===== src/rtl/multicycle_ctrl_pkg.sv =====
// Shared encodings for the multicycle controller: state, opcode and func codes,
// and the bundled control-output record.
package multicycle_ctrl_pkg;

    typedef enum logic [2:0] {
        S_IF   = 3'd0,
        S_ID   = 3'd1,
        S_EX   = 3'd2,
        S_MEM  = 3'd3,
        S_WB   = 3'd4,
        S_HALT = 3'd5
    } state_t;

    localparam logic [3:0] OP_BNE   = 4'd0;
    localparam logic [3:0] OP_BEQ   = 4'd1;
    localparam logic [3:0] OP_BGZ   = 4'd2;
    localparam logic [3:0] OP_BLZ   = 4'd3;
    localparam logic [3:0] OP_ADI   = 4'd4;
    localparam logic [3:0] OP_ORI   = 4'd5;
    localparam logic [3:0] OP_LHI   = 4'd6;
    localparam logic [3:0] OP_LWD   = 4'd7;
    localparam logic [3:0] OP_SWD   = 4'd8;
    localparam logic [3:0] OP_JMP   = 4'd9;
    localparam logic [3:0] OP_JAL   = 4'd10;
    localparam logic [3:0] OP_RTYPE = 4'd15;

    localparam logic [5:0] FN_JPR = 6'd25;
    localparam logic [5:0] FN_JRL = 6'd26;
    localparam logic [5:0] FN_WWD = 6'd28;
    localparam logic [5:0] FN_HLT = 6'd29;

    // Width of the memory wait counter (supports MEM_LAT up to 15).
    localparam int WAIT_W = 4;

    typedef struct packed {
        logic       i_or_d;
        logic       mem_read;
        logic       mem_write;
        logic       ir_write;
        logic       mem_to_reg;
        logic       reg_write;
        logic       pc_to_reg;
        logic       alu_src_a;
        logic [1:0] alu_src_b;
        logic       alu_op;
        logic       save_alu_out;
        logic       pc_write;
        logic [1:0] pc_src;
        logic       wwd;
        logic       halt;
        logic       new_inst;
    } ctrl_t;

    function automatic logic is_branch(input logic [3:0] op);
        return op inside {OP_BNE, OP_BEQ, OP_BGZ, OP_BLZ};
    endfunction

    // Func-coded instructions only exist under the R-type opcode.
    function automatic logic is_func(input logic [3:0] op, input logic [5:0] fn,
                                     input logic [5:0] code);
        return (op == OP_RTYPE) && (fn == code);
    endfunction

endpackage


===== src/rtl/multicycle_ctrl_wait.sv =====
// Memory wait counter: clears whenever the controller changes state, counts
// the cycles spent in a memory state, and signals access completion.
module mem_wait_ctr
    import multicycle_ctrl_pkg::*;
#(
    parameter int LAT       = 4,
    parameter int USE_READY = 0
) (
    input  logic clk,
    input  logic reset_n,
    input  logic start,
    input  logic ready,
    output logic done
);

    localparam logic [WAIT_W-1:0] LAST = WAIT_W'(LAT - 1);

    logic [WAIT_W-1:0] cnt_q, cnt_d;
    logic              lat_hit;

    assign lat_hit = (cnt_q == LAST);
    assign done    = (USE_READY != 0) ? ready : lat_hit;

    // Next count: clear on reset or state entry, otherwise saturate at LAT-1.
    always_comb begin
        cnt_d = cnt_q;
        if (!lat_hit)
            cnt_d = cnt_q + WAIT_W'(1);
        if (!reset_n || start)
            cnt_d = '0;
    end

    // Count register.
    always_ff @(posedge clk) begin
        cnt_q <= cnt_d;
    end

endmodule


===== src/rtl/multicycle_ctrl.sv =====
// Multicycle CPU controller: IF/ID/EX/MEM/WB/HALT sequencer with fully
// combinational control decode and a retired-instruction counter.
module multicycle_ctrl
    import multicycle_ctrl_pkg::*;
#(
    parameter int MEM_LAT   = 4,
    parameter int USE_READY = 0,
    parameter int CNT_W     = 16
) (
    input  logic             clk,
    input  logic             reset_n,
    input  logic [3:0]       opcode,
    input  logic [5:0]       func_code,
    input  logic             bcond,
    input  logic             mem_ready,
    output logic             i_or_d,
    output logic             mem_read,
    output logic             mem_write,
    output logic             ir_write,
    output logic             mem_to_reg,
    output logic             reg_write,
    output logic             pc_to_reg,
    output logic             alu_src_a,
    output logic [1:0]       alu_src_b,
    output logic             alu_op,
    output logic             save_alu_out,
    output logic             pc_write,
    output logic [1:0]       pc_src,
    output logic             wwd,
    output logic             halt,
    output logic             new_inst,
    output logic [CNT_W-1:0] inst_count
);

    state_t             state_q, state_d;
    logic [CNT_W-1:0]   inst_count_q, inst_count_d;
    logic               acc_done;
    logic               hlt_entry;
    ctrl_t              ctl;

    logic is_jpr, is_jrl, is_wwd, is_hlt;
    assign is_jpr = is_func(opcode, func_code, FN_JPR);
    assign is_jrl = is_func(opcode, func_code, FN_JRL);
    assign is_wwd = is_func(opcode, func_code, FN_WWD);
    assign is_hlt = is_func(opcode, func_code, FN_HLT);

    mem_wait_ctr #(.LAT(MEM_LAT), .USE_READY(USE_READY)) u_wait (
        .clk     (clk),
        .reset_n (reset_n),
        .start   (state_d != state_q),
        .ready   (mem_ready),
        .done    (acc_done)
    );

    // State and counter registers; reset is folded into the _d logic.
    always_ff @(posedge clk) begin
        state_q      <= state_d;
        inst_count_q <= inst_count_d;
    end

    // Next-state decode.
    always_comb begin
        state_d = state_q;
        case (state_q)
            S_IF:   if (acc_done) state_d = S_ID;
            S_ID: begin
                if (opcode == OP_JMP || is_wwd) state_d = S_IF;
                else if (opcode == OP_JAL)      state_d = S_WB;
                else if (is_hlt)                state_d = S_HALT;
                else                            state_d = S_EX;
            end
            S_EX: begin
                if (is_branch(opcode) || is_jpr)                  state_d = S_IF;
                else if (opcode == OP_LWD || opcode == OP_SWD)    state_d = S_MEM;
                else                                              state_d = S_WB;
            end
            S_MEM:  if (acc_done) state_d = (opcode == OP_LWD) ? S_WB : S_IF;
            S_WB:   state_d = S_IF;
            S_HALT: state_d = S_HALT;
            default: state_d = S_IF;
        endcase
        if (!reset_n)
            state_d = S_IF;
    end

    // Control outputs decoded from state, opcode, func_code (and bcond in EX).
    always_comb begin
        ctl = '0;
        case (state_q)
            S_IF: begin
                ctl.mem_read = 1'b1;
                ctl.ir_write = acc_done;
            end
            S_ID: begin
                ctl.alu_src_b    = 2'd1;
                ctl.save_alu_out = 1'b1;
                if (opcode == OP_JMP) begin
                    ctl.pc_write = 1'b1;
                    ctl.pc_src   = 2'd2;
                    ctl.new_inst = 1'b1;
                end else if (is_wwd) begin
                    ctl.wwd      = 1'b1;
                    ctl.pc_write = 1'b1;
                    ctl.new_inst = 1'b1;
                end
            end
            S_EX: begin
                ctl.alu_src_a    = 1'b1;
                ctl.alu_op       = 1'b1;
                ctl.save_alu_out = 1'b1;
                if (opcode == OP_LHI)
                    ctl.alu_src_b = 2'd3;
                else if (opcode inside {OP_ADI, OP_ORI, OP_LWD, OP_SWD})
                    ctl.alu_src_b = 2'd2;
                if (is_branch(opcode)) begin
                    ctl.pc_write = 1'b1;
                    ctl.pc_src   = bcond ? 2'd1 : 2'd0;
                    ctl.new_inst = 1'b1;
                end else if (is_jpr) begin
                    ctl.pc_write = 1'b1;
                    ctl.pc_src   = 2'd1;
                    ctl.new_inst = 1'b1;
                end
            end
            S_MEM: begin
                ctl.i_or_d    = 1'b1;
                ctl.mem_read  = (opcode == OP_LWD);
                ctl.mem_write = (opcode == OP_SWD);
                if (acc_done && opcode == OP_SWD) begin
                    ctl.pc_write = 1'b1;
                    ctl.new_inst = 1'b1;
                end
            end
            S_WB: begin
                ctl.reg_write  = 1'b1;
                ctl.pc_write   = 1'b1;
                ctl.new_inst   = 1'b1;
                ctl.mem_to_reg = (opcode == OP_LWD);
                ctl.pc_to_reg  = (opcode == OP_JAL) || is_jrl;
                ctl.pc_src     = (opcode == OP_JAL) ? 2'd2 : (is_jrl ? 2'd1 : 2'd0);
            end
            S_HALT: ctl.halt = 1'b1;
            default: ctl = '0;
        endcase
    end

    // HLT retires on its way into HALT even though new_inst stays low there.
    assign hlt_entry = (state_q == S_ID) && is_hlt;

    // Retired-instruction counter, wraps naturally at 2^CNT_W.
    always_comb begin
        inst_count_d = inst_count_q;
        if (ctl.new_inst || hlt_entry)
            inst_count_d = inst_count_q + CNT_W'(1);
        if (!reset_n)
            inst_count_d = '0;
    end

    assign i_or_d       = ctl.i_or_d;
    assign mem_read     = ctl.mem_read;
    assign mem_write    = ctl.mem_write;
    assign ir_write     = ctl.ir_write;
    assign mem_to_reg   = ctl.mem_to_reg;
    assign reg_write    = ctl.reg_write;
    assign pc_to_reg    = ctl.pc_to_reg;
    assign alu_src_a    = ctl.alu_src_a;
    assign alu_src_b    = ctl.alu_src_b;
    assign alu_op       = ctl.alu_op;
    assign save_alu_out = ctl.save_alu_out;
    assign pc_write     = ctl.pc_write;
    assign pc_src       = ctl.pc_src;
    assign wwd          = ctl.wwd;
    assign halt         = ctl.halt;
    assign new_inst     = ctl.new_inst;
    assign inst_count   = inst_count_q;

endmodule

===== config.mk =====
export PLATFORM = sky130hd
export DESIGN_NAME = multicycle_ctrl
export DESIGN_NICKNAME = d
export VERILOG_FILES = /design/src/rtl/multicycle_ctrl_pkg.sv /design/src/rtl/multicycle_ctrl_wait.sv /design/src/rtl/multicycle_ctrl.sv
export SDC_FILE = /design/constraint.sdc
export NUM_CORES = 1
export LEC_CHECK = 0
export CAP_MARGIN = 20
export CORE_ASPECT_RATIO = 0.9
export CORE_MARGIN = 2
export CORE_UTILIZATION = 48
export DETAILED_ROUTE_END_ITERATION = 16
export PLACE_DENSITY = 0.8
export SYNTH_ARGS = -nofsm -noshare
export SYNTH_HDL_FRONTEND = slang
export SYNTH_SLANG_ARGS = --single-unit

===== constraint.sdc =====
create_clock -name clk -period 2.24 [get_ports clk]
set_clock_uncertainty 0.1 [all_clocks]
set_input_delay 0.336 -clock clk [delete_from_list [all_inputs] [get_ports clk]]
set_output_delay 0.336 -clock clk [all_outputs]
set_load 0.005 [all_outputs]

Word-level counts from Yosys, hierarchy flattened
Cells that the tools add are included.

storage, ports and cells
  register bits = 23
  bits in latches = 0
  memory bits (writable) = 0
  ROM bits = 0
  input bits = 14
  output and inout port bits = 34
  logic and storage cells = 82
  memories kept = 0

operators by class
  $add $sub $neg = 2
  multiply operators = 0
  div/mod/pow operators = 0
  $lt $le $gt $ge = 0
  equal/unequal tests = 22
  shifts and indexed selects = 0
  multiplexer cells = 37
  bitwise operators = 0
  reduce and logical (&&, ||, !) cells = 18

operators with widths
  kind                     count
  $mux W3                  12
  $eq A6 B5 Y1 const B     4
  $add A16 B1 Y16 const B  1
  $eq A4 B3 Y1 const B     4
  $eq A4 B4 Y1 const B     4
  $mux W1                  15
  $pmux W3 S5              1
  $eq A4 B2 Y1 const B     3
  $mux W2                  4
  $pmux W1 S4              2
  $reduce_bool A4 Y1       2
  $eq A3 B2 Y1 const B     2
  $eq A3 B3 Y1 const B     2
  $logic_and A1 B1 Y1      6
  $logic_or A1 B1 Y1       6
  $pmux W2 S3              1
  $add A4 B1 Y4 const B    1
  $eq A4 B1 Y1 const B     1
  $logic_not A4 Y1         1
  $pmux W2 S2              1
  $eq A3 B1 Y1 const B     1
  $logic_not A3 Y1         1
  $ne A3 B3 Y1             1
  $pmux W1 S2              1
  other kinds (2)          2

Longest topological paths before layout
  depth in word-level cells = 9
  depth in mapped cells = 8

Modules after synthesis
Synthesis repeated with hierarchy kept, for this count alone.

second synthesis, totals
  cell total of the unflattened synthesis = 222
  area total of the unflattened synthesis = 1,791.7 µm²

by module, submodules not included
  module           times used  cells an instance  area an instance (µm²)
  multicycle_ctrl  1           202                1,577.8
  mem_wait_ctr     1           20                 214.0

Least setup slack after synthesis
No wires, ideal clock.

  path type = in2out
  from = input port opcode[0]
  to = output port new_inst
  arrival = 1.381 ns
  path slack = 0.423 ns
  stages on the path = 6
  path buffers = 2
  cells stage by stage = buf_2 > nand4_4 > o32ai_2 > a221oi_2 > buf_6 > nand2_1

on the way
  cells in the longest elaborated chain, start to end = 5
  elaborated cells on any way between the ends = 17

RTL lines
  element                     line                                            RTL
  from (decl)                 multicycle_ctrl.sv:12                           input logic [3:0] opcode,
  $eq A4 B4 Y1                multicycle_ctrl_pkg.sv:61                       return (op == OP_RTYPE) && (fn == code);
  $logic_and A1 B1 Y1         multicycle_ctrl_pkg.sv:61
  $mux W1 (on tied branches)  multicycle_ctrl.sv:119, multicycle_ctrl.sv:101
  $mux W1 (on tied branches)  multicycle_ctrl.sv:115, multicycle_ctrl.sv:97
  $pmux W1 S4 *               multicycle_ctrl.sv:89                           case (state_q)
  to (decl)                   multicycle_ctrl.sv:31                           output logic new_inst,

Mark *: on every way between the ends. The rest lies on a longest branch, timed or not.

Final worst setup path
  from = register state_q[1]
  to = output port pc_src[1]

on the way
  cells in the longest elaborated chain, start to end = 2
  elaborated cells on any way between the ends = 4

RTL lines
  element                               line                   RTL
  from (decl)                           multicycle_ctrl.sv:35  state_t state_q, state_d;
  from (signal assigned)                multicycle_ctrl.sv:57  state_q <= state_d;
  $eq A3 B3 Y1 (tied with other cells)  multicycle_ctrl.sv:89
  $pmux W2 S3 *                         multicycle_ctrl.sv:89
  to (decl)                             multicycle_ctrl.sv:28  output logic [1:0] pc_src,

Marked as above.

==> metrics.md <==
| Metric | Value |
|---|---|
| Syn avg cell area | 7.791 µm² |
| Core Area | 3378 µm² |
| WP data required | ~1800 ps |
| Cell area after synthesis | between 1500 and 2000 µm² |
| Worst-Margin Slew | about 610 ps |
| GR Overflow Total | 0 |
| Clock buffer depth | 2 |
| I/O pin total | 48 |
| Die Width | ~66 µm |
| Global-route wire length before repair | 7728 µm |
| H-tree levels | 1 |
| Crit Path Category | reg -> out |
| Clk Latency, worst-skew pair | around 270 ps |
| VDD IR max | around 0.00040 V |
| GRT met3 Usage | 0.05461 |
| Max FO, Critical Path | 5 |
| Syn_nets | between 200 and 250 |
| Clock sinks | 23 |
| Slew Viols, Final | 0 |
| GR Util met2 | 0.4457 |
| Slew Limit Headroom | 0.5897 |
| Initial antenna violation count | 0 |
| Pre-antenna DRT Iters | 4 |
| CTS clk-pin slew, worst paths | approximately 90 ps |
| Root buffer cell | clkbuf_8 |
| Die Y | around 60 µm |
| CTS tree | built |
| Fmax | approximately 460 MHz |
| Syn Inst Count | roughly 220 |
| WL per Instance | between 10 and 15 µm |
| Total global-route track usage | 0.2534 |
| Share of layout cells above drive strength 1 | 0.2993 |
| Final TNS setup | 0 ps |
| Total chip power | around 1.1 mW |
| WP data arrival | between 1500 and 2000 ps |
| CP endpoint kind | output port |
| Hold Fails Final Rpt | 0 |
| Via density | 5.537 |
| Nets | 321 |
| Count leader, synth | nand2_1 |
| Worst Hold Class | reg -> reg |
| Vias in the first global route | between 1,500 and 2,000 |
| Max cap viols | 0 |
| LEAKAGE | 1.113 nW |
| Die area | 3997 µm² |
| Starting Density | 0.4981 |
| Outcome | finished, final reports clean |
| PwrDens | 403.6 nW/µm² |
| TritonCTS buffer count | 3 |
| Port Buffers | 46 |
| Minimum clock period | roughly 2200 ps |
| Top_reg_cell synth | dfxtp_1 |
| Core Util, Final | 0.7763 |
| Largest net degree at the start of global routing | 20 |
| Gr busiest metal | met2 |
| Flops & latches, synth | 23 |
| Synth Warn # | 0 |
| DRT iter0 DRCs | 138 |
| CP startpoint kind | register |
| Area leader, netlist | dfxtp_1 |
| Setup violators final | 0 |
| Register area share after synthesis | 0.2736 |
| Distinct cells, synth | 55 |
| Synth area leaders | dfxtp_1 (27%), mux2i_1 (8.9%), nand2_1 (7.6%) |
| Number of routed nets with antenna violations | 0 |
| Grt met1 use | 0.3196 |
| Number of synthesized flops with an enable pin | 0 |
| P&R area growth vs syn | 55.84% |
| List of most frequent post-synthesis cells | nand2_1 (34), dfxtp_1 (23), nand2b_1 (18), nand3_1 (16), nor2_1 (16) |
| GPL Wtd Cong | slightly below 0.9 |
| Drt drc | 0 |
| Via count | between 1,500 and 2,000 |
| Dpl hpwl | approximately 3500 µm |
| Fillers | 244 |
| Area share of the largest cell type after synthesis | 0.2736 |
| Ant diodes | 0 |
| Core Rows | 20 |
| Final worst path period share | 0.9656 |
| Total Wirelength | around 5000 µm |
| Asr flop ratio synth | 0 |
## final timing paths
path	start	endpoint	slack [ps]	cells past startpoint
setup reg to reg	u_wait.cnt_q[0]$_SDFFE_PP0N_	u_wait.cnt_q[2]$_SDFFE_PP0N_	110	8
hold reg to reg	inst_count[4]$_SDFFE_PN0P_	inst_count[4]$_SDFFE_PN0P_	390	2
hold / removal	inst_count[4]$_SDFFE_PN0P_	inst_count[4]$_SDFFE_PN0P_	390	2
setup / recovery	state_q[1]$_DFF_P_	pc_src[1]	80	6
## metal layers
layer,wire (µm),vias up
met5,0,-
met1,2189,889
met2,2429,67
met3,231,13
met4,123,0
li1,-,958
## where the power goes
group / total [mW] / internal (mW) / switching, mW
logic: 0.335 / 0.176 / 0.159
registers: 0.459 / 0.435 / 0.0246
clock network: 0.264 / 0.124 / 0.139
## final cells by class
| cell class | instances | area, µm² | area share |
|---|---|---|---|
| multi-input cells | 178 | 1244 | 0.4742 |
| repair buffers | 93 | 783.3 | 0.2987 |
| flip-flops and latches | 23 | 469.2 | 0.1789 |
| well taps | 44 | 55.05 | 0.02099 |
| clock buffers | 3 | 41.29 | 0.01574 |
| inverters | 6 | 25.02 | 0.009542 |
| clock inverters | 1 | 5.005 | 0.001908 |
## placed cells by master (no fill, tap or decap), types with 3 or more instances in the layout
master           instances
nor3_1                  11
clkbuf_8                 3
a21oi_1                  7
o21ai_1                  7
nand2b_1                17
buf_4                   46
nand2_1                 32
dfxtp_1                 18
nand3_1                 16
inv_1                    4
clkbuf_2                 3
clkdlybuf4s50_1         24
nor2_1                  15
a21oi_2                  6
mux2i_1                 15
dlygate4sd2_1           15
dfxtp_2                  4
## cells by family after synthesis
kind of cell	Yosys count	synth area share
mux	16	0.09591
fa+ha+maj	3	0.02082
compound gates	38	0.1680
xor+xnor	2	0.01041
simple gates	119	0.3889
flops	23	0.2736
buf+inv	15	0.04237
## worst max-delay path, cell delays in order, from the launching register on
cell and delay (ps):
dfxtp_2 350, buf_4 140, nand2b_1 170, nor2_2 210, nand3_1 140, a21boi_1 200, dlygate4sd2_1 260
## metrics by stage
step / setup slack [ps] / instances / hold slack (ps) / cell area (µm²)
after floorplan: 422.6 / 216 / 359.1 / 1683
after global placement: -369.0 / 338 / 366.4 / 2457
after detailed placement: -418.3 / 338 / 380.8 / 2457
after CTS: 2.310 / 346 / 392.3 / 2604
after global routing: -30.49 / 348 / 412.1 / 2623
final: 77.03 / 348 / 394.7 / 2623
## state kept, by name, summed over array words and instances, names as in the netlist
| register | cells |
|---|---|
| state_q | 3 |
| u_wait.cnt_q | 4 |
| inst_count | 16 |
## what timing repair did
item / in CTS / in global routing
hold buffers: 0 / 0
pin swaps: 7 / 3
buffers inserted: 4 / 2
resized for setup: 51 / 10
endpoints found under the setup margin: 15 / 10
Note: power is estimated with default switching activity, not from simulation.
